### config.mk
export PLATFORM = sky130hd
export DESIGN_NAME = delta_fpu_arbiter
export DESIGN_NICKNAME = d
export VERILOG_FILES = /design/src/rtl/delta_fpu_arbiter.sv
export SDC_FILE = /design/constraint.sdc
export NUM_CORES = 1
export LEC_CHECK = 0
export CAP_MARGIN = 20
export CORE_AREA = 2 2 121 123
export DETAILED_ROUTE_END_ITERATION = 8
export DIE_AREA = 0 0 123 125
export GPL_TIMING_DRIVEN = 0
export PLACE_DENSITY_LB_ADDON = 0.25
export SETUP_SLACK_MARGIN = 0.02
export SLEW_MARGIN = 20
export SYNTH_ARGS = -nofsm -noshare
export SYNTH_HDL_FRONTEND = slang
export SYNTH_SLANG_ARGS = --single-unit
### constraint.sdc
create_clock -name clk -period 2.93 [get_ports clk]
set_input_delay 0.4395 -clock clk [delete_from_list [all_inputs] [get_ports clk]]
set_output_delay 0.4395 -clock clk [all_outputs]
set_load 0.05 [all_outputs]
### src/rtl/delta_fpu_arbiter.sv
// delta_fpu_arbiter: shares one FP sub/mul/add unit between the delta and delta-2nd controllers.
// Define DELTA_FPU_ROUND_ROBIN_EN for round-robin contention; otherwise req0 has fixed priority.
module delta_fpu_arbiter #(
    parameter int         DATA_WIDTH = 32,
    parameter logic [3:0] LAT_SUB    = 4'd10,
    parameter logic [3:0] LAT_MUL    = 4'd10,
    parameter logic [3:0] LAT_ADD    = 4'd10
) (
    input  logic                  clk,
    input  logic                  rst_n,
    input  logic                  req0,
    input  logic                  req1,
    input  logic [1:0]            op0,
    input  logic [1:0]            op1,
    input  logic [DATA_WIDTH-1:0] a0,
    input  logic [DATA_WIDTH-1:0] b0,
    input  logic [DATA_WIDTH-1:0] a1,
    input  logic [DATA_WIDTH-1:0] b1,
    output logic                  gnt0,
    output logic                  gnt1,
    output logic                  done0,
    output logic                  done1,
    output logic [DATA_WIDTH-1:0] res0,
    output logic [DATA_WIDTH-1:0] res1,
    output logic                  fpu_sub_en,
    output logic                  fpu_mul_en,
    output logic                  fpu_add_en,
    output logic [DATA_WIDTH-1:0] fpu_a,
    output logic [DATA_WIDTH-1:0] fpu_b,
    input  logic [DATA_WIDTH-1:0] fpu_result,
    output logic                  busy
);
    typedef enum logic [1:0] {IDLE, EXEC, DONE} state_t;
    state_t                state;
    logic                  owner;
    logic [1:0]            op;
    logic [3:0]            cnt;
    logic                  pick;
    logic [1:0]            sel_op;
    logic [DATA_WIDTH-1:0] sel_a, sel_b;
    logic [3:0]            sel_lat;
`ifdef DELTA_FPU_ROUND_ROBIN_EN
    logic last;
    assign pick = (req0 && req1) ? ~last : ~req0;
`else
    assign pick = ~req0;
`endif
    assign sel_op = pick ? op1 : op0;
    assign sel_a  = pick ? a1 : a0;
    assign sel_b  = pick ? b1 : b0;
    // illegal op gets a single EXEC cycle so the requester still sees done
    always_comb sel_lat = sel_op == 2'd0 ? LAT_SUB - 4'd1 :
                          sel_op == 2'd1 ? LAT_MUL - 4'd1 :
                          sel_op == 2'd2 ? LAT_ADD - 4'd1 : 4'd0;
    always_ff @(posedge clk) begin
        if (!rst_n) begin
            state      <= IDLE;
            owner      <= 1'b0;
            op         <= 2'd0;
            cnt        <= 4'd0;
            gnt0       <= 1'b0;
            gnt1       <= 1'b0;
            done0      <= 1'b0;
            done1      <= 1'b0;
            res0       <= '0;
            res1       <= '0;
            fpu_sub_en <= 1'b0;
            fpu_mul_en <= 1'b0;
            fpu_add_en <= 1'b0;
            fpu_a      <= '0;
            fpu_b      <= '0;
            busy       <= 1'b0;
`ifdef DELTA_FPU_ROUND_ROBIN_EN
            last       <= 1'b1;
`endif
        end else begin
            case (state)
                IDLE: if (req0 || req1) begin
                    owner      <= pick;
                    op         <= sel_op;
                    fpu_a      <= sel_a;
                    fpu_b      <= sel_b;
                    cnt        <= sel_lat;
                    gnt0       <= ~pick;
                    gnt1       <= pick;
                    fpu_sub_en <= sel_op == 2'd0;
                    fpu_mul_en <= sel_op == 2'd1;
                    fpu_add_en <= sel_op == 2'd2;
                    busy       <= 1'b1;
                    state      <= EXEC;
`ifdef DELTA_FPU_ROUND_ROBIN_EN
                    last       <= pick;
`endif
                end
                EXEC: if (cnt == 4'd0) begin
                    if (owner) res1 <= op == 2'd3 ? '0 : fpu_result;
                    else       res0 <= op == 2'd3 ? '0 : fpu_result;
                    fpu_sub_en <= 1'b0;
                    fpu_mul_en <= 1'b0;
                    fpu_add_en <= 1'b0;
                    done0      <= ~owner;
                    done1      <= owner;
                    state      <= DONE;
                end else begin
                    cnt <= cnt - 4'd1;
                end
                DONE: begin
                    gnt0  <= 1'b0;
                    gnt1  <= 1'b0;
                    done0 <= 1'b0;
                    done1 <= 1'b0;
                    busy  <= 1'b0;
                    state <= IDLE;
                end
                default: state <= IDLE;
            endcase
        end
    end
endmodule

==> Yosys cells after proc, flatten, opt, wreduce, memory -nomap -nowiden <==
Index checks and enable logic that the tools add are counted.
W data, S select, Z words.
{ "totals": {"regBits": 145, "latch_bits": 0, "ram_bits": 0, "mem_bits_ro": 0, "input_bits": 168, "output_inout_bits": 136, "word_cells": 72, "n_memories": 0} }
{ "op_classes": {"add_sub_neg": 1, "multipliers": 0, "n_div": 0, "order_cmp": 0, "eq_ne": 8, "shift": 0, "muxes": 30, "bitwise": 2, "n_reduce_logical": 15} }
{ "ops": {"columns": ["operator", "count"], "rows": [
  ["$mux W32", 3],
  ["$mux W4", 5],
  ["$pmux W1 S2", 8],
  ["$reduce_and A3 Y1", 4],
  ["$mux W1", 9],
  ["$pmux W4 S2", 1],
  ["$reduce_and A2 Y1", 4],
  ["$eq A2 B2 Y1 const B", 3],
  ["$mux W2", 3],
  ["$ne A2 B2 Y1 const B", 3],
  ["$reduce_bool A2 Y1", 3],
  ["$eq A2 B1 Y1 const B", 2],
  ["$logic_not A2 Y1", 2],
  ["$logic_not A4 Y1", 1],
  ["$pmux W2 S2", 1],
  ["$sub A4 B1 Y4 const B", 1],
  ["$not A1 Y1", 2],
  ["$logic_or A1 B1 Y1", 1]
]} }

==> Logic depth before layout (Yosys ltp) <==
{ "logic_depth": {"word_depth": 7, "ltp_mapped": 8, "mapped_depth_nobuf": 6} }

==> Least setup slack after synthesis <==
Ideal clock, no wire load.
{ "synth_path": {"path_kind": "reg-to-reg", "from": "register cnt[0]", "to": "register res0[10]", "setup_time_ns": 0.070, "arrival_time_ns": 1.633, "required_ns": 2.860, "path_slack_ns": 1.226, "path_stages_with_launch": 9, "path_buffers": 2, "period_less_slack_ns": 1.704, "path_cell_list": "dfxtp_1 > inv_1 > ha_1 > or3b_1 > buf_2 > nor4_4 > buf_6 > nand3_1 > a21oi_1"} }
{ "synth_between": {"elab_chain_len": 2} }
{ "synth_rtl": {"columns": ["element", "line_no", "rtl"], "rows": [
  ["start, declared", "37", "logic [3:0] cnt;"],
  ["start signal, assigned", "83", "cnt <= sel_lat;"],
  ["start signal, assigned", "105", "cnt <= cnt - 4'd1;"],
  ["$logic_not A4 Y1", "95", "EXEC: if (cnt == 4'd0) begin"],
  ["$reduce_and A3 Y1 (no source line)", null, null],
  ["end signal, assigned", "97", "else res0 <= op == 2'd3 ? '0 : fpu_result;"],
  ["end, declared", "23", "output logic [DATA_WIDTH-1:0] res0,"]
]} }
Every way passes these cells.
A chain may end at the register's enable or synchronous reset.

==> Worst setup path after layout <==
{ "layout_path": {"from": "input req1", "to": "register fpu_b[13]"} }
{ "layout_between": {"elab_chain_len": 2} }
{ "layout_rtl": {"columns": ["element", "line_no", "rtl"], "rows": [
  ["start, declared", "12", "input logic req1,"],
  ["$logic_or A1 B1 Y1", "78", "IDLE: if (req0 || req1) begin"],
  ["$reduce_and A2 Y1 (no source line)", null, null],
  ["end signal, assigned", "82", "fpu_b <= sel_b;"],
  ["end, declared", "29", "output logic [DATA_WIDTH-1:0] fpu_b,"]
]} }
Every way passes these cells.

==> summary.md <==
No sink is reached through more buffers than the 2 on the longest clock path. For the post-synthesis cell type count, the log shows 37. The Yosys step of the flow raised 0 warnings. Dividing the detail-routed via count by the number of cells gives 5.15.

The tools report the H-tree depth as 4. Smallest hold slack: 0.411 ns. For this run, the register share of the synthesized area comes to 49.1%. Summing internal, switching and leakage power gives 7680 uW. The synthesized netlist cell count is 671, and the reported max-cap violation count is 0.

The finished layout holds 1189 standard cells, fillers aside. Clock tree synthesis selected as its root buffer the cell sky130_fd_sc_hd__clkbuf_16. For this configuration, the core starts out at a cell density of 41.6%. The share of the synthesized area in the top cell type works out to 49.1%. The initialized floorplan defines 44 standard-cell rows. The first global-routing pass estimated 30700 um of wire.

The leakage power is 0.00371 uW, and the die outline height is 125 um. Counting I/O delays and the setup requirement, the final critical path takes 2.10 ns. The synthesized design spends more area on one cell type than any other, namely sky130_fd_sc_hd__dfxtp_1. The core region is 0.0142 mm2.

The run gives 17 as the number of clock buffers inserted by TritonCTS. Once placement completed, the tool counted placed cells totaling 1157. Once layout is done, the placed cells without fillers occupy 0.00983 mm2. Counting flops with a built-in enable in the synthesized netlist gives 0.

The clock transition at the registers of the reported paths works out to 0.06 ns. For the final database, setup skew stands at 0.0103 ns. In the final routed layout, each cell accounts on average for 16.4 um. The area growth from synthesis to layout is 66.3%. The later pin in the worst-skew pair is clocked with a latency of 0.42 ns. Detailed placement ended at an HPWL of 14900 um. Number of setup buffers added after CTS: 0. Averaged over all synthesized cells, the footprint is 8.81 um2. The kind of path behind the tightest hold check was in2reg. For the worst setup path, the data arrival time is 2.38 ns.

By area the synthesized netlist is led by sky130_fd_sc_hd__dfxtp_1 (49%), sky130_fd_sc_hd__mux2i_1 (11%), sky130_fd_sc_hd__a211oi_1 (8.4%), sky130_fd_sc_hd__a21oi_1 (6.1%), sky130_fd_sc_hd__nand3_1 (5.8%). The max-slew violation count was 0; the number of nets still failing antenna checks after routing was 0. The tools report the via count of the first global-routing pass as 5930.

The slowest stage of the critical path is the sky130_fd_sc_hd__clkdlybuf4s50_1 cell. The clock drives 145 sinks. The largest delay contributor family on the critical path is buffers and inverters. For this run, the post-layout net count is 1162. After clock tree synthesis, the flow added hold-fix buffers numbering 0. The worst setup path is launched from a primary input.

The fraction of final layout cells sized beyond drive strength 1 is 5.97%, and the global-route usage over all layers is 25.3%. In the synthesized netlist the async set-or-reset flop fraction comes to 0%. For the required time reported for the critical path endpoint, the log shows 3.21 ns.

The period utilization was 71.7%. The repair_antennas step left the layout with diodes totalling 0. Setup repair after global routing left no endpoint under its margin.

The final layout contains routed wiring with a total length of 19500 um. By instance count, the leading cell after synthesis is sky130_fd_sc_hd__dfxtp_1. The number of nets in the synthesized netlist came out at 841. The most used flip-flop cell after synthesis is sky130_fd_sc_hd__dfxtp_1. The largest voltage drop on the vdd net was 0.000481 V. Dividing total power by cell area gives a power density of 782 mW/mm2. The critical path goes through clkdlybuf4s50_1 > nor2_1 > nor3_4 > clkbuf_1 > buf_2 > a211oi_1.

Setup total negative slack on the finished layout was measured at 0 ns. The routed layout has 6126 vias. The run finished with clean final reports. The number of gates resized after CTS was 0.

In this run, synthesis produced a sequential element count of 145. The die area was 0.0154 mm2. The die is 123 um wide. Sorting the synthesized cells by how often they occur yields sky130_fd_sc_hd__dfxtp_1 (145), sky130_fd_sc_hd__nor2_1 (78), sky130_fd_sc_hd__a21oi_1 (72), sky130_fd_sc_hd__nand2_1 (72), sky130_fd_sc_hd__nand3_1 (68). For this block, the initial DRC count from the detailed router was 376.

For the pin count of the biggest net entering global routing, the log shows 17. Together, buffers and inverters on the worst path number 3. For this design the top-level I/O count stands at 304.

The maximum single-stage delay on the critical path is 0.57 ns. TritonCTS built the clock tree. For this run, the top clock speed supported by timing is 476 MHz. For this run, design rule violations remaining after detail routing come to 0. Category of the worst setup path capture point: a flip-flop.

The congestion estimate from routability-driven global placement came to 0.808. Buffers placed on the I/O ports in this run total 302. The run gives 0 as the final count of hold timing violations.

The tools report the placement-stage cell area as 0.00916 mm2. The transition time at the pin with the least slew margin is 0.622 ns, and the largest fanout on the critical path is 10. The number of endpoints failing setup at the final stage is 0, and the post-synthesis cell area is 0.00591 mm2. Total congestion overflow after global routing: 0. The run gives 5 as the number of optimization iterations in the first detailed-route pass. In this run the tightest slew margin relative to its limit is 58.4%. The path type of the worst setup path is in2reg.

The run gives 0 as the number of antenna violations at the first check in global routing.
worst paths after layout:
path / slack [ns] / start / endpoint / depth (start not counted)
hold reg to reg: 0.45 / res0[23] / res0[23] / 2
hold / removal: 0.41 / rst_n / cnt[1] / 2
setup reg to reg: 0.87 / cnt[0] / res0[20] / 7
setup / recovery: 0.83 / req1 / fpu_b[13] / 6
layer usage:
layer	vias up	wire [um]	track usage [%]
li1	3016	-	-
met1	2808	7900	29.7
met2	270	9700	43.8
met3	32	1470	6.98
met4	0	476	9.02
met5	-	0	0
per-stage QoR:
step | utilization, % | setup WS, ns
floorplan | - | 1.23
global placement | 64.5 | 0.362
detailed placement | 64.5 | 0.382
CTS | 69.2 | 0.800
global route | 69.2 | 0.670
finish | 69.2 | 0.828
sequential cells by signal, indices dropped and copies added, names as in the netlist, 2 cells and up:
signal,flops
res0,32
fpu_b,32
res1,32
cnt,4
fpu_a,32
op,2
state,2
logic make-up (layout without fill, tap and decap cells):
logic type	Yosys count	count (layout)	synth area share, %
simple gates	235	235	17.6
compound gates	154	154	16.3
flops	145	145	49.1
buf+inv	68	402	5.21
mux	66	66	11.2
fa+ha+maj	2	2	0.423
xor+xnor	1	1	0.148
cells in the final DEF (no fill, tap or decap), drive strengths merged, types with 3 or more instances in the layout:
| master | instances |
|---|---|
| clkinv | 3 |
| and3 | 3 |
| o21ai | 6 |
| bufinv | 6 |
| mux2i | 65 |
| nor2 | 78 |
| buf | 28 |
| nor3 | 4 |
| dfxtp | 145 |
| nand2 | 72 |
| clkbuf | 52 |
| clkdlybuf4s50 | 302 |
| a21oi | 72 |
| a211oi | 66 |
| nor4 | 3 |
| inv | 9 |
| nand3 | 68 |
power breakdown:
group,internal [uW],switching (uW)
Sequential,2270,159
Clock,1600,843
Combinational,1000,1810
area by class of cell:
| class | count | area [um2] |
|---|---|---|
| plain buffers | 61 | 282 |
| clock buffers | 19 | 433 |
| repair buffers | 302 | 3020 |
| well taps | 184 | 230 |
| multi-input cells | 458 | 2700 |
| fillers | 1216 | 4380 |
| clock inverters | 13 | 231 |
| inverters | 7 | 26.3 |
| flip-flops and latches | 145 | 2900 |
(Power assumes the default switching activity.)
